## config.mk

```make
export PLATFORM = sky130hd
export DESIGN_NAME = i2s_dac_tx
export DESIGN_NICKNAME = d
export VERILOG_FILES = /design/src/rtl/i2s_dac_tx.sv
export SDC_FILE = /design/constraint.sdc
export NUM_CORES = 1
export LEC_CHECK = 0
export CELL_PAD_IN_SITES_DETAIL_PLACEMENT = 0
export CELL_PAD_IN_SITES_GLOBAL_PLACEMENT = 1
export CORE_MARGIN = 3
export CORE_UTILIZATION = 41
export DETAILED_ROUTE_END_ITERATION = 6
export PLACE_DENSITY_LB_ADDON = 0.1
export SYNTH_ARGS = -nofsm -noshare
export SYNTH_HDL_FRONTEND = slang
export SYNTH_SLANG_ARGS = --single-unit
```

## constraint.sdc

```tcl
create_clock -name aud_clk -period 7.2 [get_ports aud_clk]
set_clock_uncertainty 0.2 [all_clocks]
set_input_delay 1.08 -clock aud_clk [delete_from_list [all_inputs] [get_ports aud_clk]]
set_output_delay 1.08 -clock aud_clk [all_outputs]
set_load 0.05 [all_outputs]
```

## src/rtl/i2s_dac_tx.sv

```systemverilog
// i2s_dac_tx: converts signed 2.25 stereo samples to saturated Q1.15 and
// serializes them as I2S master (BCLK/DACLRCK from aud_clk) with a frame strobe.
module i2s_dac_tx #(
  parameter int BCLK_HALF = 3,
  parameter int OUT_W = 16
) (
  input  logic              aud_clk,
  input  logic              reset,
  input  logic [26:0]       in_l,
  input  logic [26:0]       in_r,
  input  logic              in_valid,
  output logic              in_ready,
  output logic              sample_tick,
  output logic              aud_bclk,
  output logic              aud_daclrck,
  output logic              aud_dacdat,
  output logic              sat,
  output logic [15:0]       underrun_cnt,
  input  logic              clr_status
);
  localparam int DW = (BCLK_HALF > 1) ? $clog2(BCLK_HALF) : 1;
  logic [DW-1:0] div;
  logic [5:0] bitcnt, nxt_cnt;
  logic [4:0] slot;
  logic [26:0] hold_l, hold_r;
  logic [OUT_W-1:0] last_l, last_r, cnv_l, cnv_r, word;
  logic full, armed, wrap, fall, load, acc, sat_l, sat_r, dat;

  function automatic logic [OUT_W-1:0] conv(input logic [26:0] x);
    return (x[26] != x[25]) ? (x[26] ? 16'h8000 : 16'h7fff) : {x[26], x[24:10]};
  endfunction

  assign wrap = div == DW'(BCLK_HALF - 1);
  assign fall = wrap && aud_bclk;
  assign load = fall && bitcnt == 6'd63;
  assign in_ready = !full;
  assign acc = in_valid && !full;
  assign cnv_l = conv(hold_l);
  assign cnv_r = conv(hold_r);
  assign sat_l = hold_l[26] != hold_l[25];
  assign sat_r = hold_r[26] != hold_r[25];
  assign nxt_cnt = bitcnt + 6'd1;
  assign slot = nxt_cnt[4:0];
  assign word = nxt_cnt[5] ? last_r : last_l;
  // slot 0 carries the I2S one-bit delay; the word occupies slots 1..16
  assign dat = (slot != 5'd0 && slot <= 5'd16) ? word[4'(5'd16 - slot)] : 1'b0;

  always_ff @(posedge aud_clk) begin
    if (reset) begin
      div <= '0;
      aud_bclk <= 1'b0;
      bitcnt <= '1;
      aud_daclrck <= 1'b0;
      aud_dacdat <= 1'b0;
      sample_tick <= 1'b0;
      sat <= 1'b0;
      underrun_cnt <= '0;
      full <= 1'b0;
      armed <= 1'b0;
      last_l <= '0;
      last_r <= '0;
      hold_l <= '0;
      hold_r <= '0;
    end else begin
      div <= wrap ? '0 : div + 1'b1;
      if (wrap) aud_bclk <= !aud_bclk;
      sample_tick <= load;
      sat <= load && full && (sat_l || sat_r);
      if (fall) begin
        bitcnt <= nxt_cnt;
        aud_daclrck <= nxt_cnt[5];
        aud_dacdat <= dat;
      end
      if (acc) begin
        hold_l <= in_l;
        hold_r <= in_r;
      end
      full <= full ? !load : acc;
      if (load && full) begin
        last_l <= cnv_l;
        last_r <= cnv_r;
        armed <= 1'b1;
      end
      if (clr_status) underrun_cnt <= '0;
      else if (load && !full && armed && underrun_cnt != 16'hffff) underrun_cnt <= underrun_cnt + 16'd1;
    end
  end
endmodule
```

Word-level counts from Yosys, hierarchy flattened:

Cells that the tools add are included.

* $add $sub $neg: 4
* order comparisons: 2
* equal/unequal tests: 5
* multiplexer cells: 9
* reductions and logical operators: 16

Operators by type and width (count)
* two-way mux 16 bit: 5
* adder 16 x 1 -> 16 bit (second input constant): 1
* inequality test 16 bit (second input constant): 1
* logical AND 1 bit: 9
* adder 6 x 1 -> 6 bit (second input constant): 1
* equality test 6 bit (second input constant): 1
* less-or-equal comparator 5 bit (second input constant): 1
* less-than comparator 4 x 5 -> 1 bit (second input constant): 1
* nonzero test 5 bit: 1
* binary-select mux 1 bit (select 4 bit): 1
* OR reduction 2 bit: 2
* subtractor 1 x 4 -> 4 bit (first input constant): 1
* zero test 1 bit: 3
* two-way mux 1 bit: 3
* adder 2 x 1 -> 2 bit (second input constant): 1
* equality test 2 bit (second input constant): 1
* inequality test 1 bit: 2
* logical OR 1 bit: 1

* register bits: 117
* input port bits: 58
* logic and storage cells: 50

Logic depth before layout (Yosys ltp):

Gate-level depths: netlist of the first run.

* word-level depth: 6
* mapped depth: 9
* gate-level depth less buffers: 8

Worst setup path after synthesis of the first run:

Ideal clock, no wire load.

* kind: register to register
* from: register bitcnt[1]
* to: register aud_dacdat
* arrival: 2222 ps
* path slack: 4692 ps
* cell stages (with the launch flop): 9
* path buffers: 1
* period minus slack after synthesis: 2508 ps
* cells stage by stage: dfxtp_1 -> ha_1 -> clkbuf_1 -> nand2_1 -> o22ai_1 -> a211oi_1 -> a21oi_1 -> or4_1 -> a221oi_2

* longest elaborated chain between the ends: 5

Ends and longest elaborated chain
* start: declaration: line 23 `logic [5:0] bitcnt, nxt_cnt;`
* start signal: assignment: line 70 `bitcnt <= nxt_cnt;`
* adder 6 x 1 -> 6 bit *: line 42 `assign nxt_cnt = bitcnt + 6'd1;`
* named net nxt_cnt[1]: line 23
* subtractor 1 x 4 -> 4 bit: line 46 `assign dat = (slot != 5'd0 && slot <= 5'd16) ? word[4'(5'd16 - slot)] : 1'b0;`
* binary-select mux 1 bit (select 4 bit): line 46
* two-way mux 1 bit (implied by the code): line 46
* two-way mux 1 bit *: line 46
* end signal: assignment: line 72 `aud_dacdat <= dat;`
* end: declaration: line 16 `output logic aud_dacdat,`

Mark *: on every way through the listed nets, which the timed path passes. The rest lies on a longest branch. The select of a mux whose other input is x is not followed.
A chain may end at the register's enable or synchronous reset.

Worst setup path after layout of the first run:

* from: register bitcnt[0]
* to: register last_r[8]

* longest elaborated chain between the ends: 3

Ends and longest elaborated chain
* equality test 6 bit: line 35 `assign load = fall && bitcnt == 6'd63;`
* logical AND 1 bit: line 35
* logical AND 1 bit: line 79 `if (load && full) begin`
* end signal: assignment: line 81 `last_r <= cnv_r;`
* end: declaration: line 26 `logic [OUT_W-1:0] last_l, last_r, cnv_l, cnv_r, word;`

Every way passes these cells.

==> results of run 1 <==
==> logic make-up after synthesis <==
logic type                 after synthesis  synth area share, %
AOI/OAI and AO/OA                      101                14.40
xor gates and xnor gates                24                4.642
adders and majority gates                6                1.547
buffers and inverters                   53                4.670
DFF                                     97                42.88
muxes                                   11                2.542
and+or+nand+nor                        296                29.32
==> through the flow <==
stage                     area [um^2]  cells  setup WS (ns)  utilization [%]  hold slack, ns
after floorplan                  4528    588          4.692                -          0.1975
after CTS                        5378    757          3.790            51.17          0.2246
after detailed placement         5127    741          3.817            48.79          0.2113
after global placement           5127    741          3.837            48.79          0.2055
after global routing             5378    757          3.444            51.17          0.2389
final                            5378    757          3.843            51.17          0.2179
==> placed cells by master (no fill, tap or decap), drive strengths merged, types with 3 or more instances in the layout <==
| cell type | count |
|---|---|
| nor2 | 114 |
| dfxtp | 97 |
| nand2 | 90 |
| clkdlybuf4s50 | 58 |
| a21oi | 40 |
| nor3 | 36 |
| a211oi | 34 |
| nand4 | 15 |
| and3 | 13 |
| xnor2 | 12 |
| xor2 | 12 |
| mux2i | 10 |
| clkbuf | 10 |
| inv | 9 |
| o22ai | 6 |
| o21ai | 6 |
| and2 | 5 |
| nand3 | 5 |
| nor2b | 5 |
| o211ai | 4 |
| ha | 4 |
| buf | 4 |
| or2 | 3 |
| a31oi | 3 |
| bufinv | 3 |
| or3 | 3 |
==> per-layer routing <==
layer / part of all wire [%] / wire length, um / GRT usage (%)
met5: 0 / 0 / 0
met4: 1.3 / 131 / 4.704
met3: 4.2 / 438 / 3.712
met2: 45 / 4749 / 27.35
met1: 49 / 5143 / 23.00
==> layout make-up <==
class / instances / area (um^2)
well taps: 136 / 170.2
flip-flops and latches: 97 / 1942
clock buffers: 10 / 137.6
fillers: 1045 / 5131
inverters: 8 / 30.03
multi-input cells: 438 / 2377
repair buffers: 62 / 608.1
clock inverters: 6 / 112.6
==> state kept, by name, summed over array words and instances, names as in the netlist, 2 cells and up <==
name,flops
underrun_cnt,16
last_l,16
hold_r,17
bitcnt,6
hold_l,17
last_r,16
div,2
==> power by group <==
part	internal [mW]	switching, mW	total [mW]
Clock	0.241	0.192	0.434
Sequential	0.555	0.0245	0.580
Combinational	0.0717	0.0830	0.155
==> worst max-delay path by stage <==
| stage | endpoint | slack (ns) | cells after the start |
|---|---|---|---|
| final | last_r[8] | 3.84 | 6 |
| after CTS | last_l[8] | 3.79 | 6 |
| after floorplan | aud_dacdat | 4.69 | 8 |
| after detailed placement | last_l[2] | 3.82 | 6 |
| after global placement | last_r[2] | 3.84 | 6 |
| after global routing | last_r[14] | 3.44 | 6 |
==> worst max-delay path: stages (launching register included) <==
cell and delay [ns]:
dfxtp_1 0.80, ha_1 0.45, and4_1 0.30, and3_1 0.26, and2_1 0.97, nor2_1 0.09
nor3_1 0.20
==> flow_summary.yaml, run 1 <==
logic_synthesis:
  ys_seq_area_share_pct: 42.88
  synth.area.top_cells: "dfxtp_1 (43%), nor2_1 (9.5%), nand2_1 (7.4%), a211oi_1 (5.6%), a21oi_1 (4.4%)"
  yosysWarnings: 0
  synth_area_mm2: 0.004528
  yosys.area.top_type: "dfxtp_1"
  synth_top_area_share_pct: 42.88
  synth_cell_types: 46
  synth.most_common_cell: "nor2_1"
  synth-edff-count: 0
  async_reset_ff_share_pct: 0
  synth_flop_cell: "dfxtp_1"
  syn_area_per_cell_um2: 7.701
  syn-instance-count: 588
  netlist_top_cells_count: "nor2_1 (114), dfxtp_1 (97), nand2_1 (89), a21oi_1 (40), nor3_1 (36)"
  syn-num-nets: 650
  ys_ff_latch: 97
min_path:
  hold_class: "flip-flop to flip-flop"
  hold-path-cell-count: 1
  hold_start: "div[0]"
  holdPathEnd: "div[0]"
timing:
  finalCriticalPeriod_ns: 3.357
  hold_violations: 0
  slew_headroom_pct: 18.69
  period_share_pct: 46.63
  finalSetupViolCount: 0
  rsz0062_at_grt: "no"
  setup_tns_ns: 0
  worst_slew_pin_slew_ns: 1.220
  fmaxAchievable_mhz: 297.9
  drv_slew: 0
detailed_routing:
  drt-total-wl_mm: 10.46
  drc_errors: 0
  drt-initial-drc-count: 167
  via_per_inst: 5.217
  wire_per_inst_um: 13.82
  vias: 3949
  dr.pass1.iters: 4
  ant_nets: 0
critical_path:
  r2r-start: "bitcnt[0]"
  endpoint_kind: "flip-flop"
  start_kind: "flip-flop"
  crit_fanout: 34
  reg2regPathDepth: 6
  rrSetupSlack_ns: 3.84
  arrival_ns: 3.44
  cp.required_ns: 7.29
  critPathLaunch: "bitcnt[0]"
  path_class: "flip-flop to flip-flop"
  timing.rr.end: "last_r[8]"
cts:
  cts_resized: 0
  cts_buffers: 9
  clock-sinks: 97
  cts_root_buf: "clkbuf_8"
  clk_pin_slew_worst_paths_ns: 0.09
  htreeDepth: 3
  ctsHoldBuffers: 0
  clockBufferDepth: 2
  cts_tree: "done"
  post-cts-setup-buffer-count: 0
  clock_latency_ns: 0.37
power:
  cellLeakagePower_nw: 1.942
  p_per_area_mw_per_mm2: 217.2
  total_power_mw: 1.168
  max-vdd-ir-drop_mv: 0.1334
status:
  status: "finished clean"
layout:
  syn_to_final_growth_pct: 18.76
  n_antenna_cell: 0
  layout-drive-gt1-share_pct: 5.958
  fin_nets: 678
global_route:
  grt_max_degree: 77
  track_usage_pct: 16.97
  antenna_found_initial: 0
  grt_pass1_wl_mm: 17.62
  gr-total-overflow: 0
  first_global_vias: 3576
place:
  hpwl_mm: 7.023
  place.gp.congestion: 0.8479
  io_buffers: 59
floorplan:
  die_area_mm2: 0.01234
  rows: 37
  design.portCount: 80
  die_h_um: 111.1
  dieWidth_um: 111.1
  start_util_pct: 43.09
  core_mm2: 0.01051
job:
  max_cap_violations: 0
Note: power is estimated with default switching activity, not from simulation.
==> run 2, diff against run 1 <==
--- a/config.mk
+++ b/config.mk
@@ -8,7 +8,7 @@
 export CELL_PAD_IN_SITES_DETAIL_PLACEMENT = 0
 export CELL_PAD_IN_SITES_GLOBAL_PLACEMENT = 1
 export CORE_MARGIN = 3
-export CORE_UTILIZATION = 41
+export CORE_UTILIZATION = 35
 export DETAILED_ROUTE_END_ITERATION = 6
 export PLACE_DENSITY_LB_ADDON = 0.1
 export SYNTH_ARGS = -nofsm -noshare
==> constraint.sdc (replaced) <==
create_clock -name aud_clk -period 2.85 [get_ports aud_clk]
set_clock_uncertainty 0.2 [all_clocks]
set_input_delay 0.4275 -clock aud_clk [delete_from_list [all_inputs] [get_ports aud_clk]]
set_output_delay 0.4275 -clock aud_clk [all_outputs]
set_load 0.05 [all_outputs]
==> run 2 against run 1 <==
- sequential power increased by 150%
- hold slack got worse by 0.0019 ns
- utilization decreased by 6.0 points
- setup slack got worse by 3.6 ns
- wire length increased by 3.6%
- fmax increased by 27%
- critical path depth increased by 1
- cell count increased by 5.7%
- via count increased by 1.7%
- non-clock buffer count increased by 11
- flip-flop and latch count unchanged
- critical endpoint is now aud_dacdat
- largest cell class unchanged
==> flow_summary.yaml, run 2 (synthesis results as in run 1) <==
timing:
  finalSetupViolCount: 0
  drv_slew: 0
  period_share_pct: 92.80
  rsz0062_at_grt: "no"
  hold_violations: 0
  fmaxAchievable_mhz: 378.1
  setup_tns_ns: 0
  worst_slew_pin_slew_ns: 0.7720
  finalCriticalPeriod_ns: 2.645
  slew_headroom_pct: 48.46
layout:
  final_util_pct: 45.16
  ff_latch_area_mm2: 0.001942
  layout_commonest_cell: "nor2_1"
  syn_to_final_growth_pct: 22.80
  fin_nets: 689
  n_antenna_cell: 0
  fill_cells: 1265
  largestRegisters: "hold_l: 17 flops, hold_r: 17 flops"
  multi_input_area_mm2: 0.002377
  layout-drive-gt1-share_pct: 7.278
  final_cell_mix: "nor2_1 (114), dfxtp_1 (97), nand2_1 (89), clkdlybuf4s50_1 (58), a21oi_1 (40)"
  finalNonFillerCells: 800
critical_path:
  critPathTopFamily: "simple AND/OR/NAND/NOR gates"
  start_kind: "flip-flop"
  critPathLaunch: "bitcnt[0]"
  cp.required_ns: 2.91
  slowest_delay_ns: 0.54
  cp_num_buf_inv: 0
  path_class: "flip-flop to flip-flop"
  endpoint_kind: "flip-flop"
  crit_fanout: 7
  cp_slowest_cell: "or4_1"
  r2r-start: "bitcnt[0]"
  path_cells: "ha_1, nand2_1, o22ai_1, a211oi_1, a21oi_1, or4_1, a221oi_2"
  arrival_ns: 2.70
place:
  place_inst: 784
  place.gp.congestion: 0.8193
  io_buffers: 59
  hpwl_mm: 7.534
min_path:
  hold_class: "flip-flop to flip-flop"
  hold_start: "div[0]"
detailed_routing:
  dr.pass1.iters: 4
  drt-total-wl_mm: 10.84
  drt-initial-drc-count: 239
  via_per_inst: 5.023
  wire_per_inst_um: 13.55
  ant_nets: 0
  drc_errors: 0
  vias: 4018
power:
  total_power_mw: 3.092
  max-vdd-ir-drop_mv: 0.2492
  cellLeakagePower_nw: 2.017
  p_per_area_mw_per_mm2: 556.1
global_route:
  antenna_found_initial: 0
  gr-total-overflow: 0
  grt_max_degree: 44
  track_usage_pct: 15.64
  first_global_vias: 3715
  grt_pass1_wl_mm: 18.29
cts:
  htreeDepth: 3
  cts_resized: 0
  cts_root_buf: "clkbuf_16"
  clk_pin_slew_worst_paths_ns: 0.06
  clockBufferDepth: 2
  post-cts-setup-buffer-count: 0
  clock-sinks: 97
  cts_tree: "done"
  ctsHoldBuffers: 0
  cts_buffers: 9
  clock_latency_ns: 0.34
status:
  status: "finished clean"
floorplan:
  design.portCount: 80
  dieWidth_um: 119.7
  rows: 40
  core_mm2: 0.01231
  start_util_pct: 36.78
  die_h_um: 119.7
  die_area_mm2: 0.01434
job:
  max_cap_violations: 0
-- run 2: report_power, final --
group / switching [mW] / total (mW) / internal (mW) / leakage [nW]
registers: 0.0461 / 1.45 / 1.40 / 0.788
logic: 0.229 / 0.421 / 0.191 / 1.09
clock network: 0.515 / 1.22 / 0.707 / 0.143
total: 0.791 / 3.09 / 2.30 / 2.02
-- run 2: cell type report --
| cell class | instances | share of cell area (%) |
|---|---|---|
| multi-input cells | 438 | 42.75 |
| flip-flops and latches | 97 | 34.92 |
| repair buffers | 73 | 12.65 |
| clock buffers | 12 | 4.433 |
| well taps | 168 | 3.780 |
| clock inverters | 4 | 0.9226 |
| inverters | 8 | 0.5401 |
-- run 2: final timing paths --
| kind | cells past startpoint | end | slack, ns |
|---|---|---|---|
| setup / recovery | 7 | aud_dacdat | 0.21 |
| hold / removal | 1 | div[0] | 0.22 |
| setup reg to reg | 7 | aud_dacdat | 0.21 |
| hold reg to reg | 1 | div[0] | 0.22 |
-- run 2: per-layer routing --
layer  vias up  global-route usage (%)  wire [um]
met5         -                       0          0
met4         0                   5.798        136
met3         8                   2.686        436
met2        71                   24.96       4881
met1      1841                   21.23       5386
li1       2098                       -          -
-- run 2: per-stage QoR --
step / hold WS [ns] / cell area [um^2] / setup slack, ns
floorplan: 0.1975 / 4528 / 0.3420
global placement: 0.2062 / 5263 / 0.2553
detailed placement: 0.2126 / 5263 / 0.2548
CTS: 0.2219 / 5560 / 0.2221
global route: 0.2449 / 5560 / 0.08140
finish: 0.2160 / 5560 / 0.2052
-- run 2: worst register-to-register path, cell delays in order (launching register included) --
cell,delay [ns]
dfxtp_1,0.52
ha_1,0.38
nand2_1,0.22
o22ai_1,0.14
a211oi_1,0.24
a21oi_1,0.06
or4_1,0.54
a221oi_2,0.26
